$ cat src/rtl/battle_pkg.sv
// Shared battle constants: move table, trainer encodings and HP width.
// Also used by the move display mux and the battle control FSM.
package battle_pkg;

  localparam int HP_W = 4;

  typedef logic [HP_W-1:0] hp_t;
  typedef logic [1:0]      move_idx_t;

  typedef enum logic {
    PLAYER = 1'b0,
    AI     = 1'b1
  } trainer_e;

  localparam logic [3:0] ACC_ALWAYS = 4'hF;

  // Packed so the table can be indexed directly by a move index; element 0 is the LSB slice.
  localparam logic [3:0][3:0] MOVE_DMG = {4'd12, 4'd8, 4'd5, 4'd3};
  localparam logic [3:0][3:0] MOVE_ACC = {4'd4, 4'd8, 4'd12, 4'd15};

  function automatic logic move_hits(input move_idx_t idx, input logic [3:0] roll);
    return (MOVE_ACC[idx] == ACC_ALWAYS) || (roll < MOVE_ACC[idx]);
  endfunction

  function automatic hp_t hp_sat_sub(input hp_t hp, input hp_t amount);
    return (hp > amount) ? hp_t'(hp - amount) : '0;
  endfunction

endpackage

$ cat src/rtl/battle_lfsr8.sv
// Free-running 8-bit Fibonacci LFSR, x^8+x^6+x^5+x^4+1, feedback into bit 0.
module battle_lfsr8 #(
  parameter logic [7:0] SEED = 8'hA5
) (
  input  logic       clk,
  input  logic       reset_n,
  output logic [7:0] q
);

  logic [7:0] q_q;
  logic [7:0] q_d;
  logic       fb;

  assign fb  = q_q[7] ^ q_q[5] ^ q_q[4] ^ q_q[3];
  assign q_d = {q_q[6:0], fb};
  assign q   = q_q;

  always_ff @(posedge clk or negedge reset_n) begin
    if (!reset_n) begin
      q_q <= SEED;
    end else begin
      q_q <= q_d;
    end
  end

endmodule

$ cat src/rtl/battle_datapath.sv
// Battle datapath: holds both trainers' HP, resolves moves and applies damage.
// reset_n is expected to be released synchronously to clk by the reset source.
module battle_datapath
  import battle_pkg::*;
#(
  parameter int unsigned MAX_HP    = 15,
  parameter logic [7:0]  LFSR_SEED = 8'hA5
) (
  input  logic       clk,
  input  logic       reset_n,
  input  logic [1:0] p_move,
  input  logic       actr,
  input  logic       target,
  input  logic       calc_dmg,
  input  logic       app_dmg,
  output logic [3:0] p_hp,
  output logic [3:0] ai_hp,
  output logic [3:0] dmg,
  output logic       dmg_valid,
  output logic       last_hit,
  output logic [1:0] ai_move,
  output logic [7:0] rng
);

  localparam hp_t HP_INIT = hp_t'(MAX_HP);

  logic [7:0] rng_w;

  hp_t       p_hp_q, p_hp_d;
  hp_t       ai_hp_q, ai_hp_d;
  hp_t       dmg_q, dmg_d;
  logic      dmg_valid_q, dmg_valid_d;
  logic      last_hit_q, last_hit_d;
  move_idx_t ai_move_q, ai_move_d;

  trainer_e  actr_e;
  trainer_e  target_e;
  logic      battle_over;
  logic      calc_en;
  logic      app_en;
  move_idx_t move_sel;
  logic      hit_w;

  battle_lfsr8 #(
    .SEED (LFSR_SEED)
  ) u_lfsr (
    .clk     (clk),
    .reset_n (reset_n),
    .q       (rng_w)
  );

  assign actr_e   = trainer_e'(actr);
  assign target_e = trainer_e'(target);

  // Once either side is at zero the battle is frozen until reset.
  assign battle_over = (p_hp_q == '0) || (ai_hp_q == '0);
  assign calc_en     = calc_dmg && !battle_over;
  assign app_en      = app_dmg && dmg_valid_q && !battle_over;

  assign move_sel = (actr_e == AI) ? rng_w[5:4] : p_move;
  assign hit_w    = move_hits(move_sel, rng_w[3:0]);

  always_comb begin
    p_hp_d      = p_hp_q;
    ai_hp_d     = ai_hp_q;
    dmg_d       = dmg_q;
    dmg_valid_d = dmg_valid_q;
    last_hit_d  = last_hit_q;
    ai_move_d   = ai_move_q;

    // Apply first so a same-cycle calc still lands on the previously latched damage.
    if (app_en) begin
      if (target_e == AI) begin
        ai_hp_d = hp_sat_sub(ai_hp_q, dmg_q);
      end else begin
        p_hp_d = hp_sat_sub(p_hp_q, dmg_q);
      end
      dmg_valid_d = 1'b0;
    end

    if (calc_en) begin
      dmg_d       = hit_w ? MOVE_DMG[move_sel] : '0;
      last_hit_d  = hit_w;
      dmg_valid_d = 1'b1;
      if (actr_e == AI) begin
        ai_move_d = move_sel;
      end
    end
  end

  always_ff @(posedge clk or negedge reset_n) begin
    if (!reset_n) begin
      p_hp_q      <= HP_INIT;
      ai_hp_q     <= HP_INIT;
      dmg_q       <= '0;
      dmg_valid_q <= 1'b0;
      last_hit_q  <= 1'b0;
      ai_move_q   <= '0;
    end else begin
      p_hp_q      <= p_hp_d;
      ai_hp_q     <= ai_hp_d;
      dmg_q       <= dmg_d;
      dmg_valid_q <= dmg_valid_d;
      last_hit_q  <= last_hit_d;
      ai_move_q   <= ai_move_d;
    end
  end

  assign p_hp      = p_hp_q;
  assign ai_hp     = ai_hp_q;
  assign dmg       = dmg_q;
  assign dmg_valid = dmg_valid_q;
  assign last_hit  = last_hit_q;
  assign ai_move   = ai_move_q;
  assign rng       = rng_w;

endmodule

$ cat config.mk
export PLATFORM = sky130hd
export DESIGN_NAME = battle_datapath
export DESIGN_NICKNAME = d
export VERILOG_FILES = /design/src/rtl/battle_pkg.sv /design/src/rtl/battle_lfsr8.sv /design/src/rtl/battle_datapath.sv
export SDC_FILE = /design/constraint.sdc
export NUM_CORES = 1
export LEC_CHECK = 0
export BUFFER_PORTS_ARGS = -buffer_cell sky130_fd_sc_hd__buf_2
export CORE_MARGIN = 4
export CORE_UTILIZATION = 33
export CTS_CLUSTER_SIZE = 10
export DETAILED_ROUTE_END_ITERATION = 10
export PLACE_DENSITY = 0.65
export SLEW_MARGIN = 10
export SYNTH_ARGS = -nofsm -noshare
export SYNTH_HDL_FRONTEND = slang
export SYNTH_SLANG_ARGS = --single-unit
$ cat constraint.sdc
create_clock -name clk -period 2 [get_ports clk]
set_input_delay 0.4 -clock clk [delete_from_list [all_inputs] [get_ports clk]]
set_output_delay 0.4 -clock clk [all_outputs]
set_load 0.01 [all_outputs]
Word-level counts from Yosys, hierarchy flattened:

Cells that the tools add are included.

* add/subtract/negate cells: 2
* $mul: 0
* div/mod/pow operators: 0
* order comparisons: 4
* equality and inequality tests: 1
* shifts and indexed selects: 0
* mux-type cells: 10
* bitwise logic cells: 4
* reduce and logical (&&, ||, !) cells: 12

Operators with widths (count)
* 2-to-1 mux 4 bit: 5
* binary-select mux 4 bit (select 2 bit): 2
* > comparator 4 bit: 2
* logical NOT 4 bit: 2
* subtractor 4 bit: 2
* AND reduction 2 bit: 3
* == test 4 bit (second input constant): 1
* less-than comparator 4 bit: 1
* logical AND 1 bit: 3
* less-than comparator 2 x 3 -> 1 bit (second input constant): 1
* bitwise XOR 1 bit: 3
* logical OR 1 bit: 2
* 2-to-1 mux 1 bit: 2
* 2-to-1 mux 2 bit: 1
* nonzero test 2 bit: 1
* logical NOT 1 bit: 1
* inverter 1 bit: 1

* register bits: 24
* latch bits: 0
* RAM bits: 0
* ROM bits: 0
* input port bits: 8
* output and inout port bits: 24
* memories: 0

Depth between registers and ports, before layout:

Gate-level depths: netlist of the first run.

* depth in word-level cells: 6
* depth in mapped cells: 8
* mapped depth without buffers: 7

Modules after synthesis:

Synthesis of the first run repeated with hierarchy kept, for this count alone.

* cells, all modules: 123
* area, all modules: 1302.5 um^2

Modules (own cells, without submodules)
* battle_datapath: instances 1, cells an instance 112, area each 1071.0 um^2, sequential area each 410.4 um^2
* battle_lfsr8: instances 1, cells an instance 11, area each 231.5 um^2, sequential area each 205.2 um^2

Worst setup path before layout of the first run:

No wires, ideal clock.

* path type: flip-flop to flip-flop
* from: register ai_hp_q[0], in the netlist ai_hp[0]
* to: register ai_hp_q[3], in the netlist ai_hp[3]
* data arrival time: 1838 ps
* slack: 90 ps
* stages on the path, launching flop included: 8
* buffers on the path: 0
* path through: dfstp_2 inv_1 ha_1 fa_1 nor2b_1 o21ai_0 a211o_1 o21ai_1

* longest elaborated chain between the ends: 5
* elaborated cells between the ends (all ways): 8

RTL lines
* start: declaration: RTL line battle_datapath.sv:30 `hp_t ai_hp_q, ai_hp_d;`
* start signal: assignment: RTL line battle_datapath.sv:101 `ai_hp_q <= ai_hp_d;`
* parallel branches: the longest is 5 deep, another holds subtractor 4 bit

Several ways; the timed one is not identified.
A chain may end at the register's enable or synchronous reset.

Worst setup path in the final report of the first run:

* from: register ai_hp_q[0], in the netlist ai_hp[0]
* to: register ai_hp_q[2], in the netlist ai_hp[2]

The elaborated chain is that of the path after synthesis.

==> results of run 1 <==
[Yosys cell counts, types with 2 or more instances]
cell / instances / area share
a211o_1: 2 / 0.013
a21oi_1: 7 / 0.027
and4_1: 2 / 0.013
dfrtp_1: 12 / 0.23
dfstp_2: 12 / 0.24
fa_1: 2 / 0.031
ha_1: 11 / 0.11
inv_1: 10 / 0.029
mux2_2: 3 / 0.026
mux2i_1: 2 / 0.015
nand2_1: 17 / 0.049
nand3_1: 2 / 0.0077
nor2_1: 2 / 0.0058
nor2b_1: 2 / 0.0096
nor4_1: 2 / 0.0096
o21ai_0: 7 / 0.027
o21ai_1: 6 / 0.023
o31ai_1: 2 / 0.012
or4_1: 3 / 0.017
xnor2_1: 4 / 0.027
xor2_1: 3 / 0.020
[layout make-up]
class / count / area, µm² / share of cell area
clock buffers: 3 / 41.3 / 0.0246
clock inverters: 1 / 30.0 / 0.0179
inverters: 10 / 37.5 / 0.0223
multi-input cells: 87 / 682 / 0.406
flip-flops and latches: 24 / 616 / 0.366
well taps: 48 / 60.1 / 0.0357
repair buffers: 39 / 215 / 0.128
[critical path, stage by stage, from the launching register on]
cell     delay [ns]
dfstp_2        0.57
inv_2          0.05
ha_4           0.16
fa_2           0.42
nor2b_4        0.13
o21ai_2        0.07
a211o_1        0.35
o21ai_2        0.14
[state kept, by name, summed over array words and instances, names as in the netlist]
register / flops
u_lfsr.q: 8
ai_hp: 4
dmg: 4
p_hp: 4
ai_move: 2
dmg_valid: 1
last_hit: 1
[metal layers]
layer	up-vias	wire length (µm)	track usage
li1	520	-	-
met1	512	1270	0.140
met2	38	1550	0.216
met3	4	243	0.0440
met4	0	23	0.0313
met5	-	0	0
[worst paths after layout]
| kind | startpoint | endpoint | cells after the start |
|---|---|---|---|
| min | reset_n | dmg_valid | 1 |
| min in group clk | u_lfsr.q[6] | u_lfsr.q[7] | 0 |
| min reg2reg | u_lfsr.q[6] | u_lfsr.q[7] | 0 |
| max reg2reg | ai_hp[0] | ai_hp[2] | 7 |
| max in group asynchronous | reset_n | p_hp[0] | 1 |
| max | ai_hp[0] | ai_hp[2] | 7 |
[cells by family (layout without fill, tap and decap cells)]
family | count (synthesis) | in the layout | share of synthesized area
flip-flops | 24 | 24 | 0.474
multiplexers | 5 | 5 | 0.0414
adder cells (fa/ha/maj) | 13 | 13 | 0.137
AND/OR/NAND/NOR | 34 | 34 | 0.137
AO/OA/AOI/OAI | 28 | 28 | 0.128
buffers and inverters | 12 | 53 | 0.0356
XOR/XNOR | 7 | 7 | 0.0472
[power breakdown]
| part | switching, mW | internal (mW) |
|---|---|---|
| Clock | 0.166 | 0.268 |
| Sequential | 0 | 0.486 |
| Combinational | 0.0201 | 0.0110 |
| Total | 0.186 | 0.765 |
[what timing repair did]
action	in CTS	in global routing
buffers inserted	1	5
pin swaps	2	8
setup endpoints to repair	6	6
resized for setup	2	12
[per-stage QoR]
step,util,cells
after CTS,0.428,207
after detailed placement,0.406,202
after floorplan,-,123
final,0.449,212
after global placement,0.406,202
after global routing,0.449,212
==> run metrics, run 1 <==
status=completed; R2R setup slack=0.04 ns; Final Skew=0.00114 ns; Post-synth EDFFs=0; Synth async-reset ratio=1.00; Seq cells post-synth=24; number of global-route vias before repair=1,151; drt pass-1 iters=4; Mapped Area=0.00130 mm²; Syn Area/Cell=10.6 µm²; PnR Total Power=0.950 mW; Worst Hold Class=input pin to asynchronous set/reset pin; crit end category=register; largest net degree at the start of global routing=25; clock-pin slew on the worst setup and hold paths=0.09 ns; synth-to-layout area growth=29.5%; Syn Nets=144; Via Count=1,074; CTS tree=yes; global route overflow=0; Slew HR=0.654; H-tree depth=1; RD Place Congestion=0.898; power density over the cells=565 mW/mm²; setup violators final=0; final slew viol count=0; CTS Hold Buffers Added=0; Mapped Cells=123; TritonCTS Buffers=3; setup tns final=0 ns; Max VDD drop=0.468 mV; most frequent cells in the layout=buf_2 (31), nand2_1 (17), dfstp_2 (12), dfrtp_1 (12), ha_1 (9); startpoint types=register; IO Pins=32; full die area=0.00500 mm²; fin nets=186; kind of critical path=register to register; placed cell area=0.00152 mm²; unrepaired setup endpoints after global routing=yes; Fill cells=376; # diodes=0; final worst path period share=0.978; Final ANT Viol Nets=0; post-synthesis cell type count=31; initial DRC count=47; Worst Path Max Fanout=4; clock sinks=24; Std-Cell Rows=22; Core Area=0.00374 mm²; Root Buffer=clkbuf_8; GRT Total Usage=0.122; width of the die=70.7 µm; ys flop type=dfstp_2; Via density=5.07; post-route cell area=0.00168 mm²; Tmin final=1.96 ns; worst-margin pin slew=0.518 ns; crit path DAT=2.16 ns; # port buffers=31; final hold slack=0.0986 ns; commonest non-fill, non-tap cell in the layout=buf_2; Initial Util=0.347; share of layout cells above drive strength 1=0.415; WL/cell=14.6 µm; CP required=2.20 ns; post-DP HPWL=2.25 mm; Routed WL=3.09 mm; post-synthesis sequential area ratio=0.474; Leakage Power=0.824 nW; Fin. Hold Viols=0; max cap viols=0; initial antenna violation count=0; global-route wire length before repair=5.06 mm; fmax=512 MHz; Residual DRC=0; Die Ht=70.7 µm; Setup WS pre-CTS=-0.0701 ns; CTS max path bufs=2; Skew-Pair Late Insertion Delay=0.27 ns; synth warn=0; final worst slack=0.0450 ns
(Power assumes the default switching activity.)
==> run 2: changes to the inputs <==
- ABC_CLOCK_PERIOD_IN_PS: default -> 2000
- CORE_UTILIZATION: 33 -> 25
- PLACE_DENSITY: 0.65 -> 0.54
==> run metrics, run 2 (synthesis results as in run 1) <==
share of layout cells above drive strength 1=0.413; Buf+Inv Stages, Crit Path=1; most frequent cells in the layout=buf_2 (31), nand2_1 (17), dfstp_2 (12), dfrtp_1 (12); Tmin final=1.93 ns; Via density=4.56; CP required=2.20 ns; critical-path cell list=inv_1, ha_2, fa_2, nor2b_2, o21ai_2, a211o_1, o21ai_1; post-route core utilization=0.343; Initial Util=0.266; WL/cell=12.5 µm; FF/Latch Area=616 µm²; unrepaired setup endpoints after global routing=yes; Max VDD drop=0.368 mV; Worst Hold Class=input pin to asynchronous set/reset pin; Worst Path Max Fanout=4; setup violators final=0; Core Area=0.00488 mm²; Leakage Power=0.795 nW; Top delay family on crit path=adder cells; CTS max path bufs=2; Slew HR=0.657; clock sinks=24; initial antenna violation count=0; Fin. Hold Viols=0; global route overflow=0; crit path DAT=2.13 ns; final worst path period share=0.965; Comb power frac=0.033; width of the die=80.1 µm; power density over the cells=563 mW/mm²; max cap viols=0; drt pass-1 iters=4; # port buffers=31; Flop pwr share=0.516; slowest CP cell=dfstp_2; CTS tree=yes; Int Power=0.765 mW; Via Count=1,034; Fill cells=505; Multi-input gate area=678 µm²; clock power share=0.451; TritonCTS Buffers=3; initial DRC count=30; Die Ht=80.1 µm; synth-to-layout area growth=28.7%; Switching Power=0.177 mW; RD Place Congestion=0.775; crit end category=register; Std-Cell Rows=25; Skew-Pair Late Insertion Delay=0.27 ns; commonest non-fill, non-tap cell in the layout=buf_2; IO Pins=32; placed cell area=0.00154 mm²; global-route wire length before repair=4.73 mm; fmax=518 MHz; Final Skew=0.00336 ns; worst-margin pin slew=0.515 ns; Final ANT Viol Nets=0; Routed WL=2.84 mm; largest net degree at the start of global routing=25; # diodes=0; final slew viol count=0; Root Buffer=clkbuf_8; Residual DRC=0; post-DP HPWL=2.23 mm; status=completed; number of global-route vias before repair=998; max incr delay on CP=0.56 ns; setup tns final=0 ns; H-tree depth=1; kind of critical path=register to register; startpoint types=register; switching share of power=0.188; post-route cell area=0.00167 mm²; fin nets=182; GRT Total Usage=0.0953; clock-pin slew on the worst setup and hold paths=0.09 ns; full die area=0.00641 mm²; Largest register FFs=8
==> run 2: cell types whose count changed in the layout (fill, tap and decap cells not counted), sizes merged <==
cell  change
buf       -4
==> run 2: final timing paths <==
path                                to  slack, ns   startpoint  depth (start not counted)
min in group clk           u_lfsr.q[7]       0.39  u_lfsr.q[6]                          0
setup reg to reg               p_hp[3]       0.07      p_hp[0]                          7
hold / removal             u_lfsr.q[1]       0.09      reset_n                          1
setup / recovery               p_hp[3]       0.07      p_hp[0]                          7
max in group asynchronous     ai_hp[2]       1.54      reset_n                          1
hold reg to reg            u_lfsr.q[7]       0.39  u_lfsr.q[6]                          0
==> run 2: power groups by stage <==
| stage | combinational, mW | sequential, mW | clock [mW] |
|---|---|---|---|
| 2_1_floorplan | 0.00997 | 0.495 | 0 |
| 3_3_place_gp | 0.0315 | 0.495 | 0 |
| 3_5_place_dp | 0.0319 | 0.495 | 0 |
| 4_1_cts | 0.0322 | 0.486 | 0.441 |
| 5_1_grt | 0.0356 | 0.486 | 0.466 |
| 6_report | 0.0310 | 0.486 | 0.424 |
==> run 2: cell type report <==
| class | instances | share of cell area |
|---|---|---|
| clock inverters | 1 | 0.0180 |
| clock buffers | 3 | 0.0247 |
| inverters | 10 | 0.0225 |
| repair buffers | 35 | 0.111 |
| well taps | 67 | 0.0501 |
| multi-input cells | 87 | 0.406 |
| flip-flops and latches | 24 | 0.368 |
==> run 2: what timing repair did <==
item                                    in CTS  in global routing
hold buffers                                 0                  0
pin swaps                                    1                  7
cloned                                       0                  0
endpoints found under the setup margin       4                  7
setup buffers                                0                  2
resized for setup                            1                 13
==> run 2: worst reg2reg max path, cell delays in order (launching register included) <==
cell and delay [ns]:
dfstp_2 0.56, inv_1 0.05, ha_2 0.19, fa_2 0.41, nor2b_2 0.13, o21ai_2 0.06
a211o_1 0.33, o21ai_1 0.13
==> run 2: per-stage QoR <==
| stage | power (mW) | hold slack (ns) | std cells | setup WS, ns |
|---|---|---|---|---|
| after global placement | 0.526 | 0.366 | 221 | 0.000165 |
| after CTS | 0.959 | 0.121 | 225 | 0.0184 |
| after detailed placement | 0.527 | 0.360 | 221 | 0.00771 |
| after global routing | 0.988 | 0.121 | 227 | -0.0492 |
| after floorplan | 0.505 | 0.104 | 123 | 0.0904 |
| final | 0.942 | 0.0933 | 227 | 0.0704 |
==> run 2: layer usage <==
| layer | vias up | GRT usage | share of wire |
|---|---|---|---|
| met4 | 0 | 0.0236 | 0.013 |
| met5 | - | 0 | 0 |
| li1 | 510 | - | - |
| met3 | 6 | 0.0359 | 0.073 |
| met2 | 32 | 0.151 | 0.46 |
| met1 | 486 | 0.122 | 0.45 |
==> run 3: changes to the inputs <==
- ABC_CLOCK_PERIOD_IN_PS: 2000 -> 1600
- BUFFER_PORTS_ARGS: -buffer_cell sky130_fd_sc_hd__buf_2 -> default
- DONT_BUFFER_PORTS: default -> 1
- PLACE_DENSITY: 0.54 -> 0.49
- clock period: 2 -> 1.6 ns (I/O delays scaled with it)
==> run metrics, run 3 (synthesis results as in run 1) <==
status=finished, violations left; violated checks=negative setup slack; RD Place Congestion=0.817; Skew-Pair Late Insertion Delay=0.27 ns; IO Pins=32; final worst path period share=1.17; CTS tree=yes; Die Ht=80.1 µm; cell total after placement=223; global route overflow=0; CP required=1.80 ns; final slew viol count=0; synth-to-layout area growth=47.5%; Tmin final=1.88 ns; Initial Util=0.266; max cap viols=0; CTS max path bufs=2; Std-Cell Rows=25; global-route wire length before repair=6.02 mm; Finished Layout Cells=237; Worst Path Max Fanout=3; Final Skew=0.00190 ns; kind of critical path=register to register; Root Buffer=clkbuf_8; number of global-route vias before repair=1,197; setup tns final=-2.02 ns; Fin. Hold Viols=0; width of the die=80.1 µm; most frequent cells in the layout=buf_4 (42), nand2_1 (16), dfstp_2 (12), dfrtp_1 (12); full die area=0.00641 mm²; Worst Hold Class=input pin to register; largest net degree at the start of global routing=25; setup violators final=13; Max VDD drop=0.626 mV; clock-pin slew on the worst setup and hold paths=0.09 ns; H-tree depth=1; worst-margin pin slew=1.10 ns; TritonCTS Buffers=3; WL/cell=15.5 µm; startpoint types=register; power density over the cells=616 mW/mm²; GRT Total Usage=0.120; crit path DAT=2.08 ns; # diodes=0; Routed WL=3.68 mm; Fill cells=512; max incr delay on CP=0.56 ns; crit end category=register; Via density=4.65; slowest CP cell=dfstp_2; Critical path origin=ai_hp[0]; final worst slack=-0.276 ns; post-DP HPWL=2.72 mm; Core Area=0.00488 mm²; fin nets=192; Via Count=1,102; Reg2Reg Launch Point=ai_hp[0]; share of layout cells above drive strength 1=0.524; critical-path cell list=inv_2, ha_4, fa_2, nor2b_2, o21ai_2, a211o_1, o21ai_1; drt pass-1 iters=4; fmax=533 MHz; Hold Crit Start=app_dmg; Leakage Power=0.862 nW; initial antenna violation count=0; clock sinks=24; Setup WS pre-CTS=-0.324 ns; initial DRC count=64; Final ANT Viol Nets=0; commonest non-fill, non-tap cell in the layout=buf_4; Largest register FFs=8; unrepaired setup endpoints after global routing=yes; R2R setup slack=-0.28 ns; Residual DRC=0; Slew HR=0.266; # port buffers=0
run 3: changes by cell type in the layout (fill, tap and decap cells not counted), sizes merged:
| cell | before | now |
|---|---|---|
| dlygate4sd3 | 0 | 1 |
| buf | 35 | 44 |
run 3: final cells by class:
cell class | instances | area (µm²) | share of cell area
multi-input cells | 87 | 759 | 0.396
flip-flops and latches | 24 | 616 | 0.321
repair buffers | 45 | 348 | 0.182
well taps | 67 | 83.8 | 0.0438
clock buffers | 3 | 41.3 | 0.0216
inverters | 10 | 37.5 | 0.0196
clock inverters | 1 | 30.0 | 0.0157
run 3: report_power, final:
group          total, mW  internal [mW]  switching [mW]
sequential         0.608          0.608               0
combinational     0.0317         0.0121          0.0196
clock              0.541          0.334           0.207
run 3: metrics by stage:
stage          power (mW)  instance area [µm²]  hold WS, ns   util
6_report             1.18                 1920        0.232  0.393
5_1_grt              1.24                 1920        0.238  0.393
4_1_cts              1.19                 1840        0.229  0.378
3_5_place_dp        0.634                 1680       0.0258  0.344
3_3_place_gp        0.633                 1680       0.0259  0.344
2_1_floorplan       0.633                 1340       0.0244      -
run 3: worst max-delay path: cells and delay by family (launching register included):
family | cells | cell delay, ns
simple gates | 1 | 0.15
fa+ha+maj | 2 | 0.51
flops | 1 | 0.56
buf+inv | 1 | 0.05
compound gates | 3 | 0.54
run 3: final timing paths:
check                                   end  cells past startpoint
max in group asynchronous        ai_move[1]                      1
worst min-delay path              dmg_valid                      3
min in group asynchronous          last_hit                      1
worst max-delay path               ai_hp[3]                      7
worst max register to register     ai_hp[3]                      7
worst min register to register  u_lfsr.q[1]                      0
run 3: metal layers:
metal | global-route usage | vias up | part of all wire
met2 | 0.228 | 29 | 0.52
met5 | 0 | - | 0
met1 | 0.137 | 545 | 0.42
met3 | 0.0359 | 0 | 0.058
met4 | 0.0101 | 0 | 0
li1 | - | 528 | -
run 3: timing repair:
item	4_1_cts	5_1_grt
buffers inserted	6	3
endpoints found under the hold margin	24	0
pin swaps	15	6
hold buffers	1	0
cloned	0	0
setup endpoints to repair	13	13
resized for setup	10	11
